==> src/rtl/radix2_mul.sv <==
// radix2_mul: sequential radix-2 shift-add multiplier.
//
// Takes two WIDTH-bit operands, unsigned or two's-complement signed (chosen
// per operation by 'sign'). It retires one multiplier bit per clock and
// returns a 2*WIDTH-bit product.
//
// Ports:
//   clk          rising-edge clock
//   rst          asynchronous, active-high reset
//   sign         1 = signed operands, 0 = unsigned (sampled with operands)
//   multiplicand operand A (WIDTH bits)
//   multiplier   operand B (WIDTH bits)
//   opn_valid    operands offered
//   opn_ready    block can accept operands (IDLE only)
//   res_ready    consumer takes the result
//   res_valid    result is valid (DONE only)
//   result       product (2*WIDTH bits), holds its last value after handoff
//
// Handshake: a transfer happens on a rising edge where valid and ready are
// both high. The producer must hold valid until that edge, and the data
// must be stable while valid is high. Ready never depends on valid.
// opn_ready depends only on state. res_valid and result are held stable in
// DONE for as long as res_ready stays low.
//
// Assumes WIDTH >= 2.

module radix2_mul #(
  parameter int WIDTH = 8
) (
  input  logic                 clk,
  input  logic                 rst,
  input  logic                 sign,
  input  logic [WIDTH-1:0]     multiplicand,
  input  logic [WIDTH-1:0]     multiplier,
  input  logic                 opn_valid,
  output logic                 opn_ready,
  input  logic                 res_ready,
  output logic                 res_valid,
  output logic [2*WIDTH-1:0]   result
);

  localparam int CW = (WIDTH > 1) ? $clog2(WIDTH) : 1;

  typedef enum logic [1:0] {
    IDLE = 2'd0,
    BUSY = 2'd1,
    DONE = 2'd2
  } state_t;

  state_t state;
  state_t state_nxt;

  logic [2*WIDTH-1:0] acc;
  logic [WIDTH-1:0]   mcand;
  logic [WIDTH-1:0]   mplier;
  logic [CW-1:0]      cnt;
  logic               neg;

  logic               accept;
  logic               last_iter;
  logic [WIDTH-1:0]   mag_a;
  logic [WIDTH-1:0]   mag_b;
  logic [WIDTH:0]     upper_sum;
  logic [2*WIDTH-1:0] acc_nxt;
  logic [2*WIDTH-1:0] prod_final;

  assign accept    = (state == IDLE) && opn_valid;
  assign last_iter = (cnt == CW'(WIDTH - 1));

  // Datapath combinational helpers
  always_comb begin
    mag_a = multiplicand;
    mag_b = multiplier;
    // The most negative value negates to itself. Read as unsigned, that
    // bit pattern is exactly its magnitude, 2^(WIDTH-1).
    if (sign && multiplicand[WIDTH-1]) mag_a = -multiplicand;
    if (sign && multiplier[WIDTH-1])   mag_b = -multiplier;

    // Add into the upper half and keep the carry as bit WIDTH. The
    // following right shift then pulls that carry back into the accumulator.
    upper_sum = {1'b0, acc[2*WIDTH-1:WIDTH]}
              + (mplier[0] ? {1'b0, mcand} : {(WIDTH+1){1'b0}});
    acc_nxt   = {upper_sum, acc[WIDTH-1:1]};

    prod_final = neg ? -acc_nxt : acc_nxt;
  end

  // State register
  always_ff @(posedge clk or posedge rst) begin
    if (rst) state <= IDLE;
    else     state <= state_nxt;
  end

  // Next-state logic
  always_comb begin
    state_nxt = state;
    case (state)
      IDLE:    if (opn_valid) state_nxt = BUSY;
      BUSY:    if (last_iter) state_nxt = DONE;
      DONE:    if (res_ready) state_nxt = IDLE;
      default: state_nxt = IDLE;
    endcase
  end

  // Output logic
  always_comb begin
    opn_ready = (state == IDLE);
    res_valid = (state == DONE);
  end

  // Datapath registers
  always_ff @(posedge clk or posedge rst) begin
    if (rst) begin
      acc    <= '0;
      mcand  <= '0;
      mplier <= '0;
      cnt    <= '0;
      neg    <= 1'b0;
      result <= '0;
    end else if (accept) begin
      acc    <= '0;
      mcand  <= mag_a;
      mplier <= mag_b;
      cnt    <= '0;
      neg    <= sign & (multiplicand[WIDTH-1] ^ multiplier[WIDTH-1]);
    end else if (state == BUSY) begin
      acc    <= acc_nxt;
      mplier <= mplier >> 1;
      cnt    <= cnt + 1'b1;
      if (last_iter) result <= prod_final;
    end
  end

endmodule

==> config.mk <==
export PLATFORM = sky130hd
export DESIGN_NAME = radix2_mul
export DESIGN_NICKNAME = d
export VERILOG_FILES = /design/src/rtl/radix2_mul.sv
export SDC_FILE = /design/constraint.sdc
export NUM_CORES = 1
export LEC_CHECK = 0
export BUFFER_PORTS_ARGS = -buffer_cell sky130_fd_sc_hd__buf_2
export CAP_MARGIN = 20
export CORE_UTILIZATION = 42
export DETAILED_ROUTE_END_ITERATION = 6
export HOLD_SLACK_MARGIN = 0.06
export PLACE_DENSITY_LB_ADDON = 0.25
export SLEW_MARGIN = 20
export SYNTH_ARGS = -nofsm -noshare
export SYNTH_HDL_FRONTEND = slang
export SYNTH_SLANG_ARGS = --single-unit
==> constraint.sdc <==
create_clock -name clk -period 2.8 [get_ports clk]
set_clock_uncertainty 0.2 [all_clocks]
set_input_delay 0.28 -clock clk [delete_from_list [all_inputs] [get_ports clk]]
set_output_delay 0.28 -clock clk [all_outputs]
set_load 0.01 [all_outputs]
# ---- Word level (Yosys, flattened, before mapping)
# Cells that the tools add are included.
dict set report op_classes {
  n_addsub 5
  n_eq_ne 6
  n_mux 14
  bitwise 3
  reduce_logical 7
}
# operator n
set ops {}
lappend ops {{$mux W16} 3}
lappend ops {{$mux W8} 5}
lappend ops {{$neg A16 Y16} 1}
lappend ops {{$neg A8 Y8} 2}
lappend ops {{$add A8 B8 Y9} 1}
lappend ops {{$mux W2} 3}
lappend ops {{$mux W3} 2}
lappend ops {{$ne A2 B2 Y1 const B} 3}
lappend ops {{$pmux W2 S3} 1}
lappend ops {{$reduce_and A3 Y1} 2}
lappend ops {{$add A3 B1 Y3 const B} 1}
lappend ops {{$eq A3 B3 Y1 const B} 1}
lappend ops {{$logic_and A1 B1 Y1} 3}
lappend ops {{$eq A2 B1 Y1 const B} 1}
lappend ops {{$eq A2 B2 Y1 const B} 1}
lappend ops {{$logic_not A2 Y1} 1}
lappend ops {{$reduce_bool A2 Y1} 1}
lappend ops {{$and A1 B1 Y1} 1}
lappend ops {{$not A1 Y1} 1}
lappend ops {{$xor A1 B1 Y1} 1}
dict set report totals {
  ff_bits 54
  inputBits 21
  output_inout_bits 18
  elab_cells 42
}

# ---- Logic depth before layout (Yosys ltp)
dict set report depth {
  depth_word 4
  mapped_depth 9
  ltp_nobuf 9
}

# ---- Least setup slack after synthesis
# No wires, ideal clock.
dict set report synth_path {
  path_type {register to register}
  from {register mplier[0]}
  to {register result[15]}
  arrival_ns 2.373
  setup_slack_ns 0.095
  path_stages_with_launch 10
  n_path_buf 0
  synth_period_minus_slack_ns 2.705
  path_cell_list {dfrtp_1 > and2_1 > ha_1 > fa_1 > nand3_1 > a21o_1 > a21oi_1 > or4b_1 > a222oi_1 > nand3_1}
}
dict set report synth_between {
  elab_chain_cells 4
}
# element line_no
set synth_rtl {}
lappend synth_rtl {{start, declared} 55} ;# logic [WIDTH-1:0] mplier;
lappend synth_rtl {{start signal, assigned} 123} ;# mplier <= mag_b;
lappend synth_rtl {{start signal, assigned} 128} ;# mplier <= mplier >> 1;
lappend synth_rtl {{$mux W8 *} 82} ;# + (mplier[0] ? {1'b0, mcand} : {(WIDTH+1){1'b0}});
lappend synth_rtl {{$add A8 B8 Y9 *} 82}
lappend synth_rtl {{$neg A16 Y16} 85} ;# prod_final = neg ? -acc_nxt : acc_nxt;
lappend synth_rtl {{$mux W16 *} 85}
lappend synth_rtl {{end signal, assigned} 130} ;# if (last_iter) result <= prod_final;
lappend synth_rtl {{end, declared} 39} ;# output logic [2*WIDTH-1:0] result
# Every way passes the cells marked *; elsewhere a longest branch is shown, timed or not.
# A chain may end at the register's enable or synchronous reset.

# ---- Final worst setup path
# Ends and elaborated chain as after synthesis.

==> impl_metrics.json <==
{
  "crit_chain": "buf_6, and2_4, ha_4, o21a_1, o32ai_2, nor4_2, or4b_1, a222oi_1, nand3_1",
  "crit_required_ns": 2.78,
  "final_nets": 446,
  "peakVddDrop_mv": 0.358,
  "place_area_sq_um": 3500,
  "clk_pin_slew_ns": 0.09,
  "crit_buf_inv": 1,
  "utilization": 0.526,
  "reg2reg_slack_ns": 0.06,
  "r2r_start": "mplier[0]$_DFFE_PP0P_",
  "ys_types": 50,
  "port_buffers": 38,
  "crit_type": "reg -> reg",
  "dr.pass1.iters": 4,
  "cap_violations": 0,
  "min_path_type": "in -> reg",
  "synth_fp_nets": 400,
  "rows": 31,
  "worst_path_largest_cell_delay_ns": 0.47,
  "route.antenna.remaining_nets": 0,
  "final_cells": 511,
  "clk_latency_ns": 0.31,
  "max_slew_margin": 0.546,
  "die_area_sq_um": 7840,
  "grt.total_usage": 0.181,
  "num_antenna_cells": 0,
  "gp_congestion": 0.887,
  "setup_ws_ns": 0.0592,
  "postSynthAreaPerCell_sq_um": 8.62,
  "ys_seq_elements": 53,
  "overflow": 0,
  "critPathArrivalTime_ns": 2.72,
  "cp-end-kind": "flop",
  "start_util": 0.434,
  "tightestPinTransition_ns": 0.679,
  "hpwl_um": 4910,
  "fillers": 693,
  "antenna_found_initial": 0,
  "p_per_area_nw_per_um2": 1130,
  "yosysWarnings": 0,
  "wire_per_inst_um": 13.2,
  "fin_area_sq_um": 3820,
  "drive_gt1_frac": 0.243,
  "coreArea_sq_um": 7250,
  "yosysSeqAreaShare": 0.421,
  "placed_cells": 500,
  "clock_sink_count": 53,
  "syn_to_final_growth_pct": 21.4,
  "setup_violations": 0,
  "die_x_um": 88.6,
  "numCtsBuffers": 5,
  "rsz0062_at_grt": "yes",
  "synth-edff-count": 0,
  "fin_tns_setup_ns": 0,
  "synth-async-reset-ratio": 1.00,
  "min_period_ns": 2.74,
  "cts_buffer_depth": 2,
  "wirelength_um": 6760,
  "hold_viol_final": 0,
  "clockRootBuffer": "clkbuf_8",
  "finalPower_mw": 4.32,
  "grt_pass1_vias": 2383,
  "hold_slack_ns": 0.0677,
  "via_count": 2637,
  "dpl_worst_slack_ns": -0.0270,
  "drc": 0,
  "ctsHtreeMaxLevel": 2,
  "die_y_um": 88.6,
  "critPathMaxFanout": 8,
  "cpMaxStageDelayCell": "or4b_1",
  "drt_iter0_drc": 99,
  "synth_ff_type": "dfrtp_1",
  "post-route-period-util": 0.979,
  "grt_max_degree": 34,
  "num_io_pins": 39,
  "syn_inst": 365,
  "viasPerCell": 5.16,
  "setup.worst_path.start_class": "flop",
  "fmax_mhz": 365,
  "grt_pass1_wl_um": 11100,
  "drv_slew": 0,
  "p_leak_nw": 1.72,
  "syn-cell-area_sq_um": 3150,
  "cp_top_family": "simple AND/OR/NAND/NOR gates",
  "holdCritStartpoint": "multiplicand[6]",
  "outcome": "finished, final reports clean",
  "crit_start": "mplier[0]$_DFFE_PP0P_",
  "cts_tree": "done"
}
## synth_stat cells, drive strengths merged, types with 2 or more instances
master | instances | area, sq um
o41ai | 2 | 25.0
xnor2 | 10 | 87.6
nand2b | 7 | 43.8
a21o | 4 | 30.0
and3b | 2 | 17.5
or2 | 3 | 18.8
nor4 | 4 | 40.0
inv | 12 | 45.0
nand3 | 16 | 80.1
mux2i | 2 | 20.0
xor2 | 15 | 131
ha | 13 | 163
a21oi | 12 | 60.1
nand2 | 78 | 293
clkbuf | 15 | 56.3
dfrtp | 53 | 1330
and3 | 2 | 12.5
nor3 | 5 | 25.0
or4b | 2 | 20.0
a211oi | 2 | 20.0
o21ai | 41 | 205
nor2 | 23 | 88.8
nor2b | 4 | 25.0
o31ai | 4 | 35.0
and2 | 9 | 56.3
a31oi | 8 | 50.1
## worst paths after layout
path	cells past startpoint	end
worst max-delay path	9	result[15]$_DFFE_PP0P_
worst min-delay path	3	mcand[6]$_DFFE_PP0P_
worst max register to register	9	result[15]$_DFFE_PP0P_
worst min register to register	2	result[3]$_DFFE_PP0P_
max in group asynchronous	4	acc[15]$_DFFE_PP0P_
min in group asynchronous	3	mplier[3]$_DFFE_PP0P_
## flip-flops by register name, indices dropped and copies added, names as in the netlist
register / cells
acc: 15
cnt: 3
mcand: 8
mplier: 8
neg: 1
result: 16
state: 2
## where the power goes
group          leakage (nW)  internal, mW  switching (mW)  total, mW
Sequential            0.674          1.10           0.265       1.36
Combinational          1.01          1.15            1.39       2.53
Clock                0.0385         0.178           0.247      0.425
Total                  1.72          2.42            1.90       4.32
## area by class of cell
class	instances	area, sq um	area share
timing repair buffer	54	319	0.0836
multi-input combinational	285	1920	0.503
clock buffer	7	76.3	0.0200
sequential	53	1330	0.347
clock inverter	1	7.51	0.00197
tap	99	124	0.0324
inverter	12	45.0	0.0118
## worst reg2reg max path, stage by stage, from the launching register on
cell and delay, ns:
dfrtp_1 0.43, buf_6 0.15, and2_4 0.16, ha_4 0.30
o21a_1 0.16, o32ai_2 0.08, nor4_2 0.26, or4b_1 0.47
a222oi_1 0.32, nand3_1 0.10
## logic make-up after synthesis
family,Yosys count,synth area share
and+or+nand+nor,160,0.242
muxes,3,0.00994
DFF,53,0.421
buffers and inverters,27,0.0322
adders and majority gates,14,0.0581
AOI/OAI and AO/OA,83,0.167
xor gates and xnor gates,25,0.0696
## per-layer routing
layer  global-route usage  vias to the layer above  part of all wire
met5                    0                        -                 0
met4               0.0381                        0            0.0073
met3               0.0317                        6             0.043
met2                0.300                       70              0.46
met1                0.248                     1214              0.49
li1                     -                     1347                 -
## layout by cell type, fill, tap and decap left out, types with 3 or more instances in the layout
| cell type | count |
|---|---|
| a31oi_1 | 8 |
| a21oi_2 | 3 |
| xor2_1 | 15 |
| ha_1 | 6 |
| buf_2 | 38 |
| nor3_1 | 4 |
| nor2_1 | 22 |
| dfrtp_1 | 53 |
| buf_4 | 13 |
| nand2b_1 | 4 |
| a21oi_1 | 9 |
| nand2_1 | 78 |
| o31ai_1 | 3 |
| o21ai_0 | 11 |
| nor2b_1 | 4 |
| inv_1 | 10 |
| xnor2_1 | 10 |
| clkbuf_8 | 5 |
| ha_4 | 7 |
| or2_1 | 3 |
| and2_4 | 7 |
| nand3_1 | 15 |
| o21ai_1 | 29 |
| a21o_1 | 4 |
## repair_timing
action,in CTS,in global routing
buffers inserted,1,0
resized for setup,5,30
setup endpoints to repair,2,4
endpoints found under the hold margin,32,0
hold buffers,2,0
pin swaps,3,19
No activity file was read; power rests on OpenSTA's default activity.
